==> src/rtl/prim_clk_div_pkg.sv <==
// prim_clk_div_pkg
// Shared types for the programmable clock divider.
//   clk_div_mode_e : output shape of a channel (single-cycle tick or ~50% square).
//   clk_div_cfg_t  : ratio/mode pair at the default counter width.
package prim_clk_div_pkg;

  // Default counter/ratio width; matches the divider's default CntW.
  localparam int unsigned CfgCntW = 8;

  typedef enum logic {
    DivPulse  = 1'b0,
    DivSquare = 1'b1
  } clk_div_mode_e;

  typedef struct packed {
    logic [CfgCntW-1:0] ratio;
    clk_div_mode_e      mode;
  } clk_div_cfg_t;

  localparam clk_div_cfg_t ClkDivCfgDefault = '{
    ratio: CfgCntW'(4),
    mode:  DivPulse
  };

endpackage

==> src/rtl/prim_clk_div_ch.sv <==
// prim_clk_div_ch
// One divider channel: free-running counter, active and shadow config, pending flag and a
// registered output.
//   clk_i    : clock
//   rst_ni   : asynchronous active-low reset
//   en_i     : channel enable; low holds the counter at zero and the output low
//   load_i   : accepted config write for this channel (already qualified by ready)
//   ratio_i  : new ratio; zero is clamped to one when loaded into the shadow
//   mode_i   : new output mode
//   pend_o   : shadow loaded and not yet applied
//   out_o    : registered divided output
module prim_clk_div_ch
  import prim_clk_div_pkg::*;
#(
  parameter int unsigned CntW     = 8,
  parameter int unsigned RstRatio = 4
) (
  input  logic            clk_i,
  input  logic            rst_ni,
  input  logic            en_i,
  input  logic            load_i,
  input  logic [CntW-1:0] ratio_i,
  input  clk_div_mode_e   mode_i,
  output logic            pend_o,
  output logic            out_o
);

  localparam logic [CntW-1:0] RstRatioW = CntW'(RstRatio);
  localparam logic [CntW-1:0] One       = CntW'(1);

  logic [CntW-1:0] cnt_q, cnt_d;
  logic [CntW-1:0] ratio_q, ratio_d;
  logic [CntW-1:0] ratio_sh_q, ratio_sh_d;
  clk_div_mode_e   mode_q, mode_d;
  clk_div_mode_e   mode_sh_q, mode_sh_d;
  logic            pend_q, pend_d;
  logic            out_q, out_d;

  logic            wrap;
  logic            hi_phase;
  logic            apply;

  // Active ratio is never zero, so ratio_q - 1 cannot underflow.
  assign wrap     = (cnt_q == (ratio_q - One));
  // Upper half of the period is high; odd ratios get the extra cycle in the high phase.
  assign hi_phase = (cnt_q >= (ratio_q >> 1));

  always_comb begin
    cnt_d      = '0;
    ratio_d    = ratio_q;
    mode_d     = mode_q;
    ratio_sh_d = ratio_sh_q;
    mode_sh_d  = mode_sh_q;
    pend_d     = pend_q;
    out_d      = 1'b0;
    apply      = 1'b0;

    if (en_i) begin
      cnt_d = wrap ? '0 : (cnt_q + One);
      out_d = (mode_q == DivPulse) ? wrap : hi_phase;
      apply = wrap & pend_q;
    end else begin
      // An idle channel has no period to protect, so the shadow lands right away.
      apply = pend_q;
    end

    if (apply) begin
      ratio_d = ratio_sh_q;
      mode_d  = mode_sh_q;
      pend_d  = 1'b0;
    end

    // Loads are only accepted while not pending, so they never collide with apply.
    if (load_i) begin
      ratio_sh_d = (ratio_i == '0) ? One : ratio_i;
      mode_sh_d  = mode_i;
      pend_d     = 1'b1;
    end
  end

  always_ff @(posedge clk_i or negedge rst_ni) begin
    if (!rst_ni) begin
      cnt_q      <= '0;
      ratio_q    <= RstRatioW;
      mode_q     <= DivPulse;
      ratio_sh_q <= RstRatioW;
      mode_sh_q  <= DivPulse;
      pend_q     <= 1'b0;
      out_q      <= 1'b0;
    end else begin
      cnt_q      <= cnt_d;
      ratio_q    <= ratio_d;
      mode_q     <= mode_d;
      ratio_sh_q <= ratio_sh_d;
      mode_sh_q  <= mode_sh_d;
      pend_q     <= pend_d;
      out_q      <= out_d;
    end
  end

  assign pend_o = pend_q;
  assign out_o  = out_q;

endmodule

==> src/rtl/prim_clk_div_prog.sv <==
// prim_clk_div_prog
// Multi-channel runtime-programmable clock-enable / divided-clock generator. Each channel
// divides clk_i by its own ratio in pulse or square mode; new settings go through a
// valid/ready port into a per-channel shadow that takes effect at the channel's next wrap.
//   clk_i       : clock
//   rst_ni      : asynchronous active-low reset
//   testmode_i  : test bypass (only honoured with PRIM_CLK_DIV_PROG_TESTMODE_EN defined)
//   en_i        : per-channel enable
//   cfg_valid_i : config write request
//   cfg_ready_o : write accepted when high together with cfg_valid_i
//   cfg_ch_i    : target channel; out-of-range channels read ready and drop the write
//   cfg_ratio_i : new ratio (0 is treated as 1)
//   cfg_mode_i  : new mode, 0 = pulse, 1 = square
//   cfg_pend_o  : per-channel shadow-pending flags
//   clk_o       : per-channel divided output
// Build option: define PRIM_CLK_DIV_PROG_TESTMODE_EN to let testmode_i route clk_i to every
// clk_o. Without it clk_o is purely registered.
module prim_clk_div_prog
  import prim_clk_div_pkg::*;
#(
  parameter int unsigned NumCh    = 4,
  parameter int unsigned CntW     = 8,
  parameter int unsigned RstRatio = 4,
  localparam int unsigned ChW     = (NumCh > 1) ? $clog2(NumCh) : 1
) (
  input  logic             clk_i,
  input  logic             rst_ni,
  input  logic             testmode_i,
  input  logic [NumCh-1:0] en_i,
  input  logic             cfg_valid_i,
  output logic             cfg_ready_o,
  input  logic [ChW-1:0]   cfg_ch_i,
  input  logic [CntW-1:0]  cfg_ratio_i,
  input  logic             cfg_mode_i,
  output logic [NumCh-1:0] cfg_pend_o,
  output logic [NumCh-1:0] clk_o
);

  logic [NumCh-1:0] pend;
  logic [NumCh-1:0] load;
  logic [NumCh-1:0] out;

  // Channel decode and ready mux; a channel index with no match keeps ready high and
  // loads nothing.
  always_comb begin
    cfg_ready_o = 1'b1;
    load        = '0;
    for (int unsigned i = 0; i < NumCh; i++) begin
      if (32'(cfg_ch_i) == i) begin
        cfg_ready_o = ~pend[i];
        load[i]     = cfg_valid_i & ~pend[i];
      end
    end
  end

  for (genvar i = 0; i < NumCh; i++) begin : g_ch
    prim_clk_div_ch #(
      .CntW     (CntW),
      .RstRatio (RstRatio)
    ) u_ch (
      .clk_i   (clk_i),
      .rst_ni  (rst_ni),
      .en_i    (en_i[i]),
      .load_i  (load[i]),
      .ratio_i (cfg_ratio_i),
      .mode_i  (clk_div_mode_e'(cfg_mode_i)),
      .pend_o  (pend[i]),
      .out_o   (out[i])
    );
  end

  assign cfg_pend_o = pend;

`ifdef PRIM_CLK_DIV_PROG_TESTMODE_EN
  // Bypass only swaps the output; counters and config keep running underneath.
  assign clk_o = testmode_i ? {NumCh{clk_i}} : out;
`else
  logic unused_testmode;
  assign unused_testmode = testmode_i;
  assign clk_o           = out;
`endif

endmodule

==> config.mk <==
export PLATFORM = sky130hd
export DESIGN_NAME = prim_clk_div_prog
export DESIGN_NICKNAME = d
export VERILOG_FILES = /design/src/rtl/prim_clk_div_pkg.sv /design/src/rtl/prim_clk_div_ch.sv /design/src/rtl/prim_clk_div_prog.sv
export SDC_FILE = /design/constraint.sdc
export NUM_CORES = 1
export LEC_CHECK = 0
export ABC_AREA = 1
export BUFFER_PORTS_ARGS = -buffer_cell sky130_fd_sc_hd__buf_2
export CAP_MARGIN = 20
export CORE_MARGIN = 3
export CORE_UTILIZATION = 50
export CTS_BUF_LIST = sky130_fd_sc_hd__clkbuf_4
export CTS_CLUSTER_DIAMETER = 80
export DETAILED_ROUTE_END_ITERATION = 10
export PLACE_DENSITY = 0.68
export SYNTH_ARGS = -nofsm -noshare
export SYNTH_HDL_FRONTEND = slang
export SYNTH_SLANG_ARGS = --single-unit
==> constraint.sdc <==
create_clock -name clk_i -period 2.9 [get_ports clk_i]
set_input_delay 0.58 -clock clk_i [delete_from_list [all_inputs] [get_ports clk_i]]
set_output_delay 0.58 -clock clk_i [all_outputs]
set_load 0.01 [all_outputs]
==> impl_metrics.toml, run 1 <==
[worst_setup_path]
critical_path.max_fanout = 12
criticalPathCategory = "flip-flop to output pin"
path_common_cell = "nand3_1"
cp.required_ns = 2.32
startpoint_type = "flip-flop"
cp_cell_sequence = "inv_1, nand3_1, o21ai_0, nand2_1, nand3_1, buf_2"
cpPeakStageDelay_ns = 0.60
critPathCaptureType = "output pin"
cp_data_arrival_time_ns = 1.69
cp_slowest_cell = "dfrtp_1"

[sta]
post-route-min-period_ns = 2.268
worst_slew_margin_rel_pct = 68.54
tns_ns = 0
fin_crit_sh_pct = 78.22
slew_violations = 0
rsz0062_at_grt = "no"
setup-violations-final = 0
max_freq_mhz = 440.8
hold_viol_final = 0
worst_slack_ns = 0.6315
tightest_slew_ns = 0.4720
finalClockSkew_ns = 0.02169

[floorplan]
die-height_um = 120.3
rows = 41
coreArea_mm2 = 0.01272
io_pins = 28
die_width_um = 120.3
start_util_pct = 51.35
die_area_mm2 = 0.01447

[logic_synthesis]
yosysMostFrequentCell = "nand2_1"
synth.distinct_cells = 30
synth-edff-count = 0
synth_area_leaders = "dfrtp_1 40%, nand2_1 16%, ha_1 6.9%"
synth_seq_cells = 112
synth-seq-area-share_pct = 43.06
synth_area_leader_cell = "dfrtp_1"
async_flop_share_pct = 100.0
yosys_warnings = 0
synth_fp_nets = 921
avgSynthCellArea_um2 = 7.543
synth_top_cell_area_share_pct = 39.84
syn_area_mm2 = 0.006533
synthFlopType = "dfrtp_1"
synth.top_cells.by_count = "283 x nand2_1, 104 x dfrtp_1, 92 x inv_1, 90 x nor2_1, 82 x nand3_1"
syn_inst = 866

[route]
first_pass_iters = 4
drc = 0
routed_via_density = 4.825
wl_per_cell_um = 12.11
routed_wl_um = 12890
num_vias = 5134
drt_iter0_drc = 291
ant_nets = 0

[placement]
dpl.cell_count = 1046
preCtsSetupSlack_ns = 0.8036
place.gp.congestion = 0.8740
io_buffers = 26
placed_cell_area_mm2 = 0.006750
hpwl_um = 9507

[global_route]
grt_max_degree = 61
gr-total-overflow = 0
grt_usage_pct = 19.09
antenna_found_initial = 1
grt_pass1_vias = 4771
grt_first_pass_wirelength_um = 22510

[layout]
drive_above_1_share_pct = 9.540
nNetsFinal = 941
areaGrowthSynthToFinish_pct = 5.727
fin_area_mm2 = 0.006907
final_cells = 1064
fillers = 1282

[power_and_ir_drop]
p_per_area_mw_per_mm2 = 688.5
vdd_ir_drop_max_uv = 325.2
total_leakage_power_nw = 3.665

[clocking]
clockBufferDepth = 2
path_clk_slew_ns = 0.18
h-tree-depth = 3
cts_tree = "built"
insertion_delay_ns = 0.48
root_buffer = "clkbuf_4"
cts_buffers = 9
cts.sinks = 112

[job]
drv_cap = 0

[min_path]
hold_class = "input port to flip-flop"

[outcome]
status = "finished clean"
[area by class of cell]
| cell class | count | area, um^2 | area share [%] |
|---|---|---|---|
| multi-input combinational | 632 | 3179 | 46.03 |
| sequential | 112 | 2813 | 40.72 |
| inverter | 102 | 382.9 | 5.543 |
| tap | 172 | 215.2 | 3.116 |
| timing repair buffer | 29 | 170.2 | 2.464 |
| clock buffer | 11 | 82.58 | 1.196 |
| clock inverter | 5 | 61.31 | 0.8877 |
| antenna | 1 | 2.502 | 0.03623 |
[what timing repair did]
action,CTS,global route
setup endpoints to repair,0,0
hold buffers,1,0
resized for setup,0,0
endpoints found under the hold margin,22,0
setup buffers,0,0
[flip-flops by register name, summed over array words and instances (netlist names)]
signal                cells
g_ch.u_ch.cnt_q          32
g_ch.u_ch.ratio_q        32
g_ch.u_ch.ratio_sh_q     32
g_ch.u_ch.mode_q          4
g_ch.u_ch.mode_sh_q       4
g_ch.u_ch.out_o           4
g_ch.u_ch.pend_o          4
[routing by layer]
layer  routed length [um]  GRT usage, %
met5                    0             0
met2                 5742         29.82
met4                  121         4.249
met1                 6600         27.40
met3                  424         4.303
[layout by cell type, fill, tap and decap left out, types with 2 or more instances in the layout]
| master | n |
|---|---|
| a21boi_0 | 3 |
| a21oi_1 | 11 |
| a31oi_1 | 2 |
| buf_2 | 25 |
| buf_4 | 2 |
| clkbuf_4 | 11 |
| clkinv_1 | 3 |
| dfrtp_1 | 104 |
| dfstp_2 | 8 |
| ha_1 | 36 |
| inv_1 | 92 |
| inv_2 | 7 |
| inv_6 | 3 |
| nand2_1 | 283 |
| nand2_2 | 9 |
| nand2_4 | 4 |
| nand3_1 | 82 |
| nand3b_1 | 5 |
| nand4_1 | 5 |
| nor2_1 | 90 |
| nor2_2 | 11 |
| nor3_1 | 12 |
| o21ai_0 | 42 |
| xnor2_1 | 17 |
| xor2_1 | 16 |
[logic make-up (layout without fill, tap and decap cells)]
family / count (synthesis) / count (layout) / share of synthesized area, %
adders and majority gates: 36 / 36 / 6.895
AOI/OAI and AO/OA: 60 / 60 / 4.807
xor gates and xnor gates: 33 / 33 / 4.424
buffers and inverters: 122 / 147 / 8.274
DFF: 112 / 112 / 43.06
other: 0 / 1 / 0
and+or+nand+nor: 503 / 503 / 32.54
[worst max-delay path, delay by kind of cell (launching register included)]
kind / cells / cell delay (ns)
DFF: 1 / 0.60
and+or+nand+nor: 3 / 0.25
AOI/OAI and AO/OA: 1 / 0.08
buffers and inverters: 2 / 0.29
[report_power, final]
group / switching (mW) / leakage, nW / internal, mW
registers: 0.302 / 1.44 / 1.87
logic: 1.07 / 2.14 / 0.698
clock network: 0.526 / 0.0823 / 0.291
total: 1.90 / 3.66 / 2.86
[metrics by stage]
stage	hold slack, ns	power, mW	utilization (%)
2_1_floorplan	0.2844	3.593	-
3_3_place_gp	0.4673	3.929	53.06
3_5_place_dp	0.4735	3.981	53.06
4_1_cts	0.3174	4.808	54.27
5_1_grt	0.3143	5.248	54.29
6_report	0.3514	4.755	54.29
[path summary, 6_finish.rpt]
path	startpoint	to	slack, ns	cells past startpoint
max	g_ch[2].u_ch.pend_o	cfg_ready_o	0.63	6
min	en_i[0]	g_ch[0].u_ch.cnt_q[4]	0.35	3
max reg2reg	g_ch[1].u_ch.ratio_q[1]	g_ch[1].u_ch.mode_q	0.80	14
min reg2reg	g_ch[2].u_ch.ratio_sh_q[2]	g_ch[2].u_ch.ratio_q[2]	0.50	2
max in group asynchronous	rst_ni	g_ch[0].u_ch.ratio_sh_q[2]	1.64	3
min in group asynchronous	rst_ni	g_ch[0].u_ch.cnt_q[4]	0.53	2
(Power assumes the default switching activity.)
==> run 2, diff against run 1 <==
--- a/config.mk
+++ b/config.mk
@@ -5,7 +5,7 @@
 export SDC_FILE = /design/constraint.sdc
 export NUM_CORES = 1
 export LEC_CHECK = 0
-export ABC_AREA = 1
+export ABC_AREA = 0
 export BUFFER_PORTS_ARGS = -buffer_cell sky130_fd_sc_hd__buf_2
 export CAP_MARGIN = 20
 export CORE_MARGIN = 3
==> constraint.sdc (replaced) <==
create_clock -name clk_i -period 2.3 [get_ports clk_i]
set_input_delay 0.46 -clock clk_i [delete_from_list [all_inputs] [get_ports clk_i]]
set_output_delay 0.46 -clock clk_i [all_outputs]
set_load 0.01 [all_outputs]
==> run 2 against run 1 <==
- the run now ends with setup timing left
- non-clock buffer count increased by 41
- total power increased by 55%
- worst setup slack worse by 0.66 ns
- final area grew 4.7%
- synthesized area decreased by 5.2%
- sequential cell count unchanged
- register-to-register slack got worse by 0.83 ns
- routed wire length shrank 1.9%
- clock power grew 11%
- sequential share of layout area fell by 1.7 points
- largest cell class unchanged
- highest routed layer unchanged
==> impl_metrics.toml, run 2 <==
[route]
routed_wl_um = 12640
drc = 0
num_vias = 4399
ant_nets = 0
wl_per_cell_um = 15.72
routed_via_density = 5.471
drt_iter0_drc = 246
first_pass_iters = 4

[logic_synthesis]
yosys-mux-area-fraction_pct = 12.55
synthSimpleGateAreaFrac_pct = 12.42
synthFlopType = "dfrtp_1"
syn_area_mm2 = 0.006193
synth_compound_area_share_pct = 8.949
synth_fp_nets = 621
synth-edff-count = 0
synth_seq_cells = 112
synth_fa_ha_area_share_pct = 7.273
syn_inst = 566
synth.distinct_cells = 61
yosysMostFrequentCell = "dfrtp_1"
avgSynthCellArea_um2 = 10.94
synth_area_leaders = "dfrtp_1 42%, mux2_2 10%, ha_1 7.3%"
synth_top_cell_area_share_pct = 42.02
async_flop_share_pct = 100.0
synth_top_family_by_area = "multiplexers"
yosys_warnings = 0
synth_xor_area_share_pct = 8.768
synth_area_leader_cell = "dfrtp_1"
synth-seq-area-share_pct = 45.41
synth.top_cells.by_count = "104 x dfrtp_1, 55 x mux2_2, 49 x inv_1, 46 x nor2_1, 36 x ha_1"

[floorplan]
io_pins = 28
rows = 40
die_area_mm2 = 0.01376
start_util_pct = 51.35
coreArea_mm2 = 0.01206
die-height_um = 117.3
die_width_um = 117.3

[sta]
rsz0062_at_grt = "yes"
fin_crit_sh_pct = 101.2
worst_slew_margin_rel_pct = 61.38
post-route-min-period_ns = 2.327
max_freq_mhz = 429.8
setup-violations-final = 5
finalClockSkew_ns = 0.01537
worst_slack_ns = -0.02662
hold_viol_final = 0
slew_violations = 0
tightest_slew_ns = 0.5776

[layout]
top_regs = "g_ch.u_ch.cnt_q x32, g_ch.u_ch.ratio_q x32, g_ch.u_ch.ratio_sh_q x32"
final_cells = 804
fin_util_pct = 59.96
drive_above_1_share_pct = 32.86
nNetsFinal = 686
final_cell_mix = "98 x dfrtp_1, 51 x mux2_2, 48 x inv_1, 44 x nor2_1, 38 x buf_4"
n_antenna_cell = 0
areaGrowthSynthToFinish_pct = 16.77
layout_commonest_cell = "dfrtp_1"

[worst_setup_path]
cp_data_arrival_time_ns = 2.72
critPathCaptureType = "flip-flop"
criticalPathCategory = "flip-flop to flip-flop"
critical_path.max_fanout = 5
startpoint_type = "flip-flop"
cp.required_ns = 2.69

[power_and_ir_drop]
p_per_area_mw_per_mm2 = 1019
vdd_ir_drop_max_uv = 446.6
report.power.total_mw = 7.368
total_leakage_power_nw = 3.337

[placement]
io_buffers = 26
preCtsSetupSlack_ns = -0.1371
hpwl_um = 9077
place.gp.congestion = 0.8412
dpl.cell_count = 772

[clocking]
root_buffer = "clkbuf_4"
insertion_delay_ns = 0.49
h-tree-depth = 3
cts.sinks = 112
path_clk_slew_ns = 0.17
cts_buffers = 9
clockBufferDepth = 2
cts_tree = "built"

[min_path]
hold_class = "input port to flip-flop"

[outcome]
violations = "setup timing"
status = "complete, but fails checks"

[global_route]
grt_max_degree = 45
gr-total-overflow = 0
grt_pass1_vias = 4382
grt_first_pass_wirelength_um = 21290
grt_usage_pct = 19.59
antenna_found_initial = 0

[job]
drv_cap = 0
-- run 2: stage by stage --
step / instance area, um^2 / setup TNS (ns) / hold slack, ns
2_1_floorplan: 6225 / -0.8311 / 0.1644
3_3_place_gp: 6716 / -0.6893 / 0.4509
3_5_place_dp: 6716 / -2.692 / 0.4550
4_1_cts: 6977 / -0.1160 / 0.1949
5_1_grt: 7232 / -1.898 / 0.2087
6_report: 7232 / -0.1221 / 0.2275
-- run 2: logic make-up (layout without fill, tap and decap cells) --
| kind of cell | after synthesis | after routing |
|---|---|---|
| compound gates | 75 | 77 |
| xor+xnor | 62 | 62 |
| fa+ha+maj | 36 | 36 |
| buf+inv | 68 | 135 |
| flops | 112 | 112 |
| mux | 65 | 65 |
| simple gates | 148 | 149 |
-- run 2: routing by layer --
| metal | vias to the layer above | track usage, % | wire length [um] |
|---|---|---|---|
| li1 | 2121 | - | - |
| met1 | 2185 | 26.59 | 5929 |
| met2 | 75 | 32.09 | 6060 |
| met3 | 18 | 2.982 | 402 |
| met4 | 0 | 6.804 | 246 |
| met5 | - | 0 | 0 |
-- run 2: where the power goes --
part	internal, mW	total [mW]	switching (mW)
Combinational	1.76	3.35	1.59
Clock	0.242	0.904	0.662
Sequential	2.54	3.11	0.578
Total	4.54	7.37	2.83
-- run 2: worst paths after layout --
check	to	slack [ns]	start	cells after the start
worst max-delay path	g_ch[3].u_ch.mode_q	-0.03	g_ch[3].u_ch.ratio_q[0]	8
worst min-delay path	g_ch[2].u_ch.out_o	0.23	en_i[2]	3
worst max register to register	g_ch[3].u_ch.mode_q	-0.03	g_ch[3].u_ch.ratio_q[0]	8
worst min register to register	g_ch[2].u_ch.ratio_q[5]	0.52	g_ch[2].u_ch.ratio_sh_q[5]	1
max in group asynchronous	g_ch[1].u_ch.ratio_sh_q[2]	1.15	rst_ni	3
min in group asynchronous	g_ch[2].u_ch.cnt_q[5]	0.45	rst_ni	2
-- run 2: repair_timing --
action,in CTS,in global routing
cloned,2,1
hold endpoints to repair,30,0
resized for setup,13,38
pin swaps,7,12
hold buffers,1,0
setup buffers,4,9
setup endpoints to repair,41,55
-- run 2: layout make-up --
cell class / count / area, um^2
tap: 168 / 210.2
clock inverter: 6 / 45.04
sequential: 112 / 2820
multi-input combinational: 389 / 3392
inverter: 49 / 183.9
fill: 997 / 4830
clock buffer: 10 / 75.07
timing repair buffer: 70 / 505.5
-- run 2: worst max-delay path, stage by stage (launching register included) --
cell and delay (ns):
dfrtp_1 0.42, inv_1 0.06, ha_1 0.15, or3b_4 0.40, a211oi_4 0.22, nand4_1 0.11
or3_4 0.36, o22a_4 0.25, mux2_2 0.28
